### config.mk
export PLATFORM = sky130hd
export DESIGN_NAME = pwm_cmd_decoder
export DESIGN_NICKNAME = d
export VERILOG_FILES = /design/src/rtl/pwm_cmd_decoder.sv
export SDC_FILE = /design/constraint.sdc
export NUM_CORES = 1
export LEC_CHECK = 0
export CORE_MARGIN = 2
export CORE_UTILIZATION = 53
export DETAILED_ROUTE_END_ITERATION = 16
export PLACE_DENSITY_LB_ADDON = 0.15
export SETUP_SLACK_MARGIN = 0.4
export SLEW_MARGIN = 40
export SYNTH_ARGS = -nofsm -noshare
export SYNTH_HDL_FRONTEND = slang
export SYNTH_SLANG_ARGS = --single-unit
### constraint.sdc
create_clock -name clk -period 3.4 [get_ports clk]
set_clock_uncertainty 0.05 [all_clocks]
set_input_delay 0.51 -clock clk [delete_from_list [all_inputs] [get_ports clk]]
set_output_delay 0.51 -clock clk [all_outputs]
set_load 0.005 [all_outputs]
### src/rtl/pwm_cmd_decoder.sv
// Parses 7-byte A5-framed PWM config commands and atomically loads period/ton/enable per channel or broadcast.
// Commit lands on the edge ending the CHK byte; frame_ok/frame_err pulse the following cycle.
module pwm_cmd_decoder #(
  parameter int CHANNELS       = 4,
  parameter int TIMEOUT        = 1000,
  parameter int DEFAULT_PERIOD = 2000
) (
  input  logic                    clk,
  input  logic                    reset,
  input  logic [7:0]              rx_data,
  input  logic                    rx_valid,
  output logic [16*CHANNELS-1:0]  period_out,
  output logic [8*CHANNELS-1:0]   ton_out,
  output logic [CHANNELS-1:0]     enable_out,
  output logic                    frame_ok,
  output logic                    frame_err,
  output logic                    busy
);

  localparam int CW = $clog2(TIMEOUT + 1);
  localparam logic [8:0] CH_LIM = 9'(CHANNELS);

  typedef enum logic [2:0] {
    IDLE, S_CH, S_PERH, S_PERL, S_TON, S_FLAGS, S_CHK
  } state_e;

  state_e             state_q, state_d;
  logic [CW-1:0]      cnt_q, cnt_d;
  logic [7:0]         ch_q, ch_d;
  logic [7:0]         perh_q, perh_d;
  logic [7:0]         perl_q, perl_d;
  logic [7:0]         tsh_q, tsh_d;
  logic               ensh_q, ensh_d;
  logic [7:0]         xor_q, xor_d;
  logic               ok_q, ok_d;
  logic               err_q, err_d;
  logic               busy_q;
  logic [16*CHANNELS-1:0] period_q;
  logic [8*CHANNELS-1:0]  ton_q;
  logic [CHANNELS-1:0]    enable_q;
  logic [CHANNELS-1:0]    load;
  logic                   commit;

  always_comb begin
    state_d = state_q;
    cnt_d   = cnt_q;
    ch_d    = ch_q;
    perh_d  = perh_q;
    perl_d  = perl_q;
    tsh_d   = tsh_q;
    ensh_d  = ensh_q;
    xor_d   = xor_q;
    ok_d    = 1'b0;
    err_d   = 1'b0;
    commit  = 1'b0;
    if (state_q == IDLE) begin
      cnt_d = '0;
      if (rx_valid && rx_data == 8'hA5) begin
        state_d = S_CH;
        xor_d   = 8'h00;
      end
    end else if (rx_valid) begin
      // A received byte always beats a coincident timeout expiry.
      cnt_d = '0;
      if (state_q != S_CHK) xor_d = xor_q ^ rx_data;
      case (state_q)
        S_CH:    begin ch_d   = rx_data;    state_d = S_PERH;  end
        S_PERH:  begin perh_d = rx_data;    state_d = S_PERL;  end
        S_PERL:  begin perl_d = rx_data;    state_d = S_TON;   end
        S_TON:   begin tsh_d  = rx_data;    state_d = S_FLAGS; end
        S_FLAGS: begin ensh_d = rx_data[0]; state_d = S_CHK;   end
        S_CHK: begin
          state_d = IDLE;
          if (rx_data == xor_q && ({1'b0, ch_q} < CH_LIM || ch_q == 8'hFF)
              && {perh_q, perl_q} != 16'h0000) begin
            commit = 1'b1;
            ok_d   = 1'b1;
          end else begin
            err_d  = 1'b1;
          end
        end
        default: state_d = IDLE;
      endcase
    end else if (cnt_q == CW'(TIMEOUT)) begin
      state_d = IDLE;
      cnt_d   = '0;
      err_d   = 1'b1;
      ch_d    = '0;
      perh_d  = '0;
      perl_d  = '0;
      tsh_d   = '0;
      ensh_d  = 1'b0;
      xor_d   = '0;
    end else begin
      cnt_d = cnt_q + 1'b1;
    end
  end

  always_comb begin
    load = '0;
    for (int c = 0; c < CHANNELS; c++) begin
      if (commit && (ch_q == 8'hFF || ch_q == 8'(c))) load[c] = 1'b1;
    end
  end

  always_ff @(posedge clk or negedge reset) begin
    if (!reset) begin
      state_q  <= IDLE;
      cnt_q    <= '0;
      ch_q     <= '0;
      perh_q   <= '0;
      perl_q   <= '0;
      tsh_q    <= '0;
      ensh_q   <= 1'b0;
      xor_q    <= '0;
      ok_q     <= 1'b0;
      err_q    <= 1'b0;
      busy_q   <= 1'b0;
      ton_q    <= '0;
      enable_q <= '0;
      for (int c = 0; c < CHANNELS; c++) period_q[16*c +: 16] <= 16'(DEFAULT_PERIOD);
    end else begin
      state_q <= state_d;
      cnt_q   <= cnt_d;
      ch_q    <= ch_d;
      perh_q  <= perh_d;
      perl_q  <= perl_d;
      tsh_q   <= tsh_d;
      ensh_q  <= ensh_d;
      xor_q   <= xor_d;
      ok_q    <= ok_d;
      err_q   <= err_d;
      busy_q  <= (state_d != IDLE);
      for (int c = 0; c < CHANNELS; c++) begin
        if (load[c]) begin
          period_q[16*c +: 16] <= {perh_q, perl_q};
          ton_q[8*c +: 8]      <= tsh_q;
          enable_q[c]          <= ensh_q;
        end
      end
    end
  end

  assign period_out = period_q;
  assign ton_out    = ton_q;
  assign enable_out = enable_q;
  assign frame_ok   = ok_q;
  assign frame_err  = err_q;
  assign busy       = busy_q;

endmodule
=== Word level (Yosys, flattened, before mapping) ===
Index checks and enable logic that the tools add are counted.

* Register bits: 157
* Bits of input ports: 11
* Output and inout bits: 103
* Logic and storage cells: 109

* $add $sub $neg: 1
* $lt $le $gt $ge: 1
* Eq/ne operators: 21
* Mux-type cells: 37
* Bitwise gates (word level): 2
* Reduce and logical (&&, ||, !) cells: 24

{| class="wikitable"
|+ Operator list
! kind !! number
|-
| 8-bit two-way mux || 13
|-
| 10-bit two-way mux || 3
|-
| 3-bit AND reduction || 6
|-
| 8-bit by 2-bit equality test with 1-bit output (second input constant) || 2
|-
| 8-bit equality test (second input constant) || 2
|-
| 1-bit two-way mux || 16
|-
| 16-bit nonzero test || 1
|-
| 3-bit case mux with 5 select lines || 1
|-
| 3-bit two-way mux || 4
|-
| 2-bit by 1-bit inequality test with 1-bit output (second input constant) || 6
|-
| 10-bit by 1-bit adder with 10-bit output (second input constant) || 1
|-
| 10-bit equality test (second input constant) || 1
|-
| 3-bit equality test (second input constant) || 3
|-
| 8-bit by 1-bit equality test with 1-bit output (second input constant) || 1
|-
| 8-bit equality test || 1
|-
| 8-bit zero test || 1
|-
| 8-bit by 3-bit less-than comparator with 1-bit output (second input constant) || 1
|-
| 8-bit bitwise XOR || 1
|-
| 1-bit logical AND || 7
|-
| 3-bit by 2-bit equality test with 1-bit output (second input constant) || 2
|-
| 3-bit nonzero test || 2
|-
| 1-bit logical OR || 5
|-
| 3-bit by 1-bit equality test with 1-bit output (second input constant) || 1
|-
| 3-bit zero test || 1
|-
| 4 further kinds || 4
|}

=== Depth between registers and ports, before layout ===
* Depth in word-level cells: 10
* Depth in mapped cells: 8
* Mapped depth without buffers: 7

=== Worst setup path after synthesis ===
Ideal clock, no wire load.

* Path type: input to register
* Start point: in rx_data[3]
* End point: reg enable_q[0] (netlist: enable_out[0])
* Library setup time: 0.125 ns
* Arrival: 2.238 ns
* Required time: 3.225 ns
* Slack: 0.987 ns
* Stages: 6
* Path buffers: 1
* Path through: xor2_1 nor4_1 nand2_1 nor4_4 buf_6 mux2_4

* Cells in the longest elaborated chain, start to end: 9

{| class="wikitable"
|+ RTL lines
! what !! RTL line !! RTL
|-
| from (decl) || 10 || <nowiki>input logic [7:0] rx_data,</nowiki>
|-
| 8-bit equality test || 74 || <nowiki>if (rx_data == xor_q && ({1'b0, ch_q} < CH_LIM || ch_q == 8'hFF)</nowiki>
|-
| 1-bit logical AND || 74 ||
|-
| 1-bit logical AND || 75 || <nowiki>&& {perh_q, perl_q} != 16'h0000) begin</nowiki>
|-
| 1-bit two-way mux || 74 ||
|-
| 1-bit two-way mux || 66 || <nowiki>case (state_q)</nowiki>
|-
| 1-bit two-way mux || 62 || <nowiki>end else if (rx_valid) begin</nowiki>
|-
| 1-bit two-way mux || 56 || <nowiki>if (state_q == IDLE) begin</nowiki>
|-
| 1-bit logical AND || 102 || <nowiki>if (commit && (ch_q == 8'hFF || ch_q == 8'(c))) load[c] = 1'b1;</nowiki>
|-
| 1-bit two-way mux || 102 ||
|-
| to (signal, indexed assignment) || 138 || <nowiki>enable_q[c] <= ensh_q;</nowiki>
|-
| to (decl) || 40 || <nowiki>logic [CHANNELS-1:0] enable_q;</nowiki>
|}

Every way passes these cells.
A chain may end at the register's enable or synchronous reset.

=== Final worst setup path ===
* Start point: in rx_data[0]
* End point: reg period_q[1] (netlist: period_out[1])

* Cells in the longest elaborated chain, start to end: 9

{| class="wikitable"
|+ RTL lines
! what !! RTL line !! RTL
|-
| 8-bit equality test || 74 ||
|-
| 1-bit logical AND || 74 ||
|-
| 1-bit logical AND || 75 ||
|-
| 1-bit two-way mux || 74 ||
|-
| 1-bit two-way mux || 66 ||
|-
| 1-bit two-way mux || 62 ||
|-
| 1-bit two-way mux || 56 ||
|-
| 1-bit logical AND || 102 ||
|-
| 1-bit two-way mux || 102 ||
|-
| to (signal, indexed assignment) || 136 || <nowiki>period_q[16*c +: 16] <= {perh_q, perl_q};</nowiki>
|-
| to (decl) || 38 || <nowiki>logic [16*CHANNELS-1:0] period_q;</nowiki>
|}

Every way passes these cells.

==> impl_metrics.json <==
{
  "p_sw_share_pct": 30.5,
  "track_usage_pct": 23.1,
  "grt_overflow": 0,
  "maxSlewViolCount": 0,
  "setup_viol": 0,
  "ant_nets": 0,
  "wl_per_cell_um": 18.2,
  "antenna_cells": 0,
  "slowest_stage": "clkdlybuf4s50_1",
  "syn-cell-area_um2": 6660,
  "grt_max_degree": 92,
  "firstDrtPassIters": 4,
  "cp.required_ns": 3.65,
  "clkTransAtPathRegs_ns": 0.06,
  "crit_path_start_kind": "input port",
  "finalHoldViolations": 0,
  "r2r_cells": 6,
  "fin_tns_setup_ns": 0,
  "synthTopCellsByArea": "dfrtp_1, mux2_4, dfstp_2",
  "initial_core_util_pct": 54.8,
  "crit_type": "in -> reg",
  "ys_types": 38,
  "dieArea_um2": 13500,
  "cts_tree": "built",
  "postSynthAreaPerCell_um2": 13.6,
  "post_cts_resize_count": 0,
  "synth_top_area_share_pct": 50.0,
  "hold_path_class": "in -> async",
  "htreeDepth": 4,
  "met1_usage_pct": 32.0,
  "synth.ff_latch_count": 157,
  "numCtsBuffers": 17,
  "antenna_found_initial": 0,
  "cts.hold.buffers_added": 0,
  "tightest_slew_ns": 0.718,
  "setup.worst_path.start": "rx_data[0]",
  "pwr-share-comb_pct": 15.9,
  "crit_path_cell_trace": "clkdlybuf4s50_1 -> xor2_1 -> nor4_1 -> nand2_1 -> nor4_4 -> buf_4 -> mux2_2",
  "busiest_layer": "met2",
  "pwr-share-clk_pct": 35.6,
  "route.detailed.drc": 0,
  "ir_drop_v": 0.000408,
  "grt_pass1_vias": 4250,
  "fin_crit_ns": 2.73,
  "r2r_start": "xor_q[0]",
  "routed_wl_um": 14500,
  "die_w_um": 116,
  "viasPerCell": 5.30,
  "drive_gt1_share_pct": 25.2,
  "holdWs_ns": 0.106,
  "drv_cap": 0,
  "clock-root-buffer": "clkbuf_16",
  "die_y_um": 116,
  "synthMostInstantiatedCell": "dfrtp_1",
  "clk-insertion-delay-late_ns": 0.42,
  "regToRegSetupSlack_ns": 0.91,
  "cts_max_path_buffers": 2,
  "power.total_uw": 5130,
  "crit_end": "period_out[1]",
  "coreArea_um2": 12200,
  "max_freq_ghz": 0.366,
  "ys_top_cells_by_count": "dfrtp_1, mux2_4, nand2_1",
  "rsz0062_at_grt": "false",
  "syn_inst": 490,
  "status": "finished, final reports clean",
  "fin_nets": 631,
  "io_pins": 114,
  "p_seq_share_pct": 48.5,
  "hpwlAfterDp_um": 9920,
  "clock_sinks": 157,
  "met2_usage_pct": 37.4,
  "cp_max_fo": 16,
  "synth-async-reset-ratio_pct": 100,
  "synth_flop_cell": "dfrtp_1",
  "grt_pass1_wl_um": 23300,
  "crit_path_end_kind": "register",
  "yosysTopAreaCell": "dfrtp_1",
  "p_int_uw": 3570,
  "synth_edf_count": 0,
  "fillers": 861,
  "row_count": 40,
  "yosysSeqAreaShare_pct": 59.4,
  "syn_nets": 503,
  "drtIter0Drc": 247,
  "r2r_end": "period_out[1]",
  "yosys_warnings": 0,
  "power.leakage_uw": 0.00389,
  "relSlewSlack_pct": 52.1,
  "critPathMaxStageDelay_ns": 0.49,
  "cts_setup_buffers": 0,
  "dr_total_vias": 4236,
  "grt_use_met3_pct": 4.41,
  "period_share_pct": 80.4,
  "area_delta_synth_final_pct": 28.7,
  "p_sw_uw": 1560,
  "p_per_area_nw_per_um2": 599,
  "port-buffer-count": 113,
  "critPathArrivalTime_ns": 2.98,
  "gp_congestion": 0.816
}
==> worst max-delay path: cells and delay by family <==
| family | cells | cell delay [ns] |
|---|---|---|
| muxes | 1 | 0.38 |
| and+or+nand+nor | 3 | 1.07 |
| xor gates and xnor gates | 1 | 0.19 |
| buffers and inverters | 2 | 0.82 |
==> per-stage QoR <==
stage | worst slack, ns | instance area, um2 | util [%] | std cells
after global placement | 0.346 | 7990 | 65.7 | 767
after detailed placement | 0.311 | 8000 | 65.8 | 767
after CTS | 0.709 | 8570 | 70.4 | 799
after floorplan | 0.987 | 6660 | - | 490
after global routing | 0.502 | 8570 | 70.5 | 799
final | 0.668 | 8570 | 70.5 | 799
==> state kept, by name, indices dropped and copies added (netlist names) <==
register	flops
perl_q	8
tsh_q	8
ensh_q	1
xor_q	8
frame_err	1
enable_out	4
ton_out	32
ch_q	8
perh_q	8
frame_ok	1
period_out	64
busy	1
cnt_q	10
state_q	3
==> metal layers <==
metal	part of all wire (%)	vias to the layer above
li1	-	1958
met2	49	103
met5	0	-
met1	45	2160
met3	4.0	15
met4	1.3	0
==> logic make-up (layout without fill, tap and decap cells) <==
| logic type | Yosys count | after routing | share of synthesized area [%] |
|---|---|---|---|
| DFF | 157 | 157 | 59.4 |
| and+or+nand+nor | 134 | 134 | 10.6 |
| muxes | 101 | 101 | 20.4 |
| AOI/OAI and AO/OA | 58 | 58 | 4.85 |
| buffers and inverters | 22 | 163 | 2.18 |
| xor gates and xnor gates | 16 | 16 | 2.10 |
| adders and majority gates | 2 | 2 | 0.376 |
==> area by class of cell <==
| type | instances | area [um2] | area share [%] |
|---|---|---|---|
| clock inverter | 8 | 93.8 | 1.09 |
| tap | 168 | 210 | 2.45 |
| inverter | 4 | 15.0 | 0.175 |
| multi-input combinational | 311 | 2570 | 30.0 |
| sequential | 157 | 3960 | 46.2 |
| timing repair buffer | 127 | 1250 | 14.6 |
| clock buffer | 24 | 472 | 5.50 |
==> power by group through the flow <==
stage          clock network (uW)  logic [uW]  registers (uW)
2_1_floorplan                   0         606            2380
3_3_place_gp                    0         774            2490
3_5_place_dp                    0         812            2510
4_1_cts                      1860         821            2480
5_1_grt                      1940         935            2530
6_report                     1830         818            2490
==> worst min path at each step <==
stage / from / to / cells past startpoint
4_1_cts: reset / period_out[34] / 1
3_5_place_dp: period_out[61] / period_out[61] / 1
3_3_place_gp: period_out[49] / period_out[49] / 1
5_1_grt: reset / period_out[34] / 1
2_1_floorplan: reset / busy / 0
6_report: reset / period_out[34] / 1
==> placed cells by master, fill, tap and decap left out, drive strengths merged <==
cell type	synthesis	layout
nand3	3	3
a21oi	6	6
or3	1	1
ha	2	2
or4	1	1
dfrtp	133	133
nand2	58	58
o311ai	1	1
nor2	31	31
mux2i	1	1
nand4	3	3
buf	11	14
a22o	2	2
nand2b	5	5
xor2	11	11
clkinv	0	6
inv	4	4
nor4	10	10
nand3b	9	9
o31ai	2	2
mux2	100	100
o211a	1	1
bufinv	0	2
xnor2	5	5
nand4b	1	1
nor3	6	6
clkdlybuf4s50	0	112
or4b	1	1
or2	1	1
o21ai	46	46
and3	3	3
clkbuf	7	25
dfstp	24	24
nor2b	1	1
Note: power is estimated with default switching activity, not from simulation.
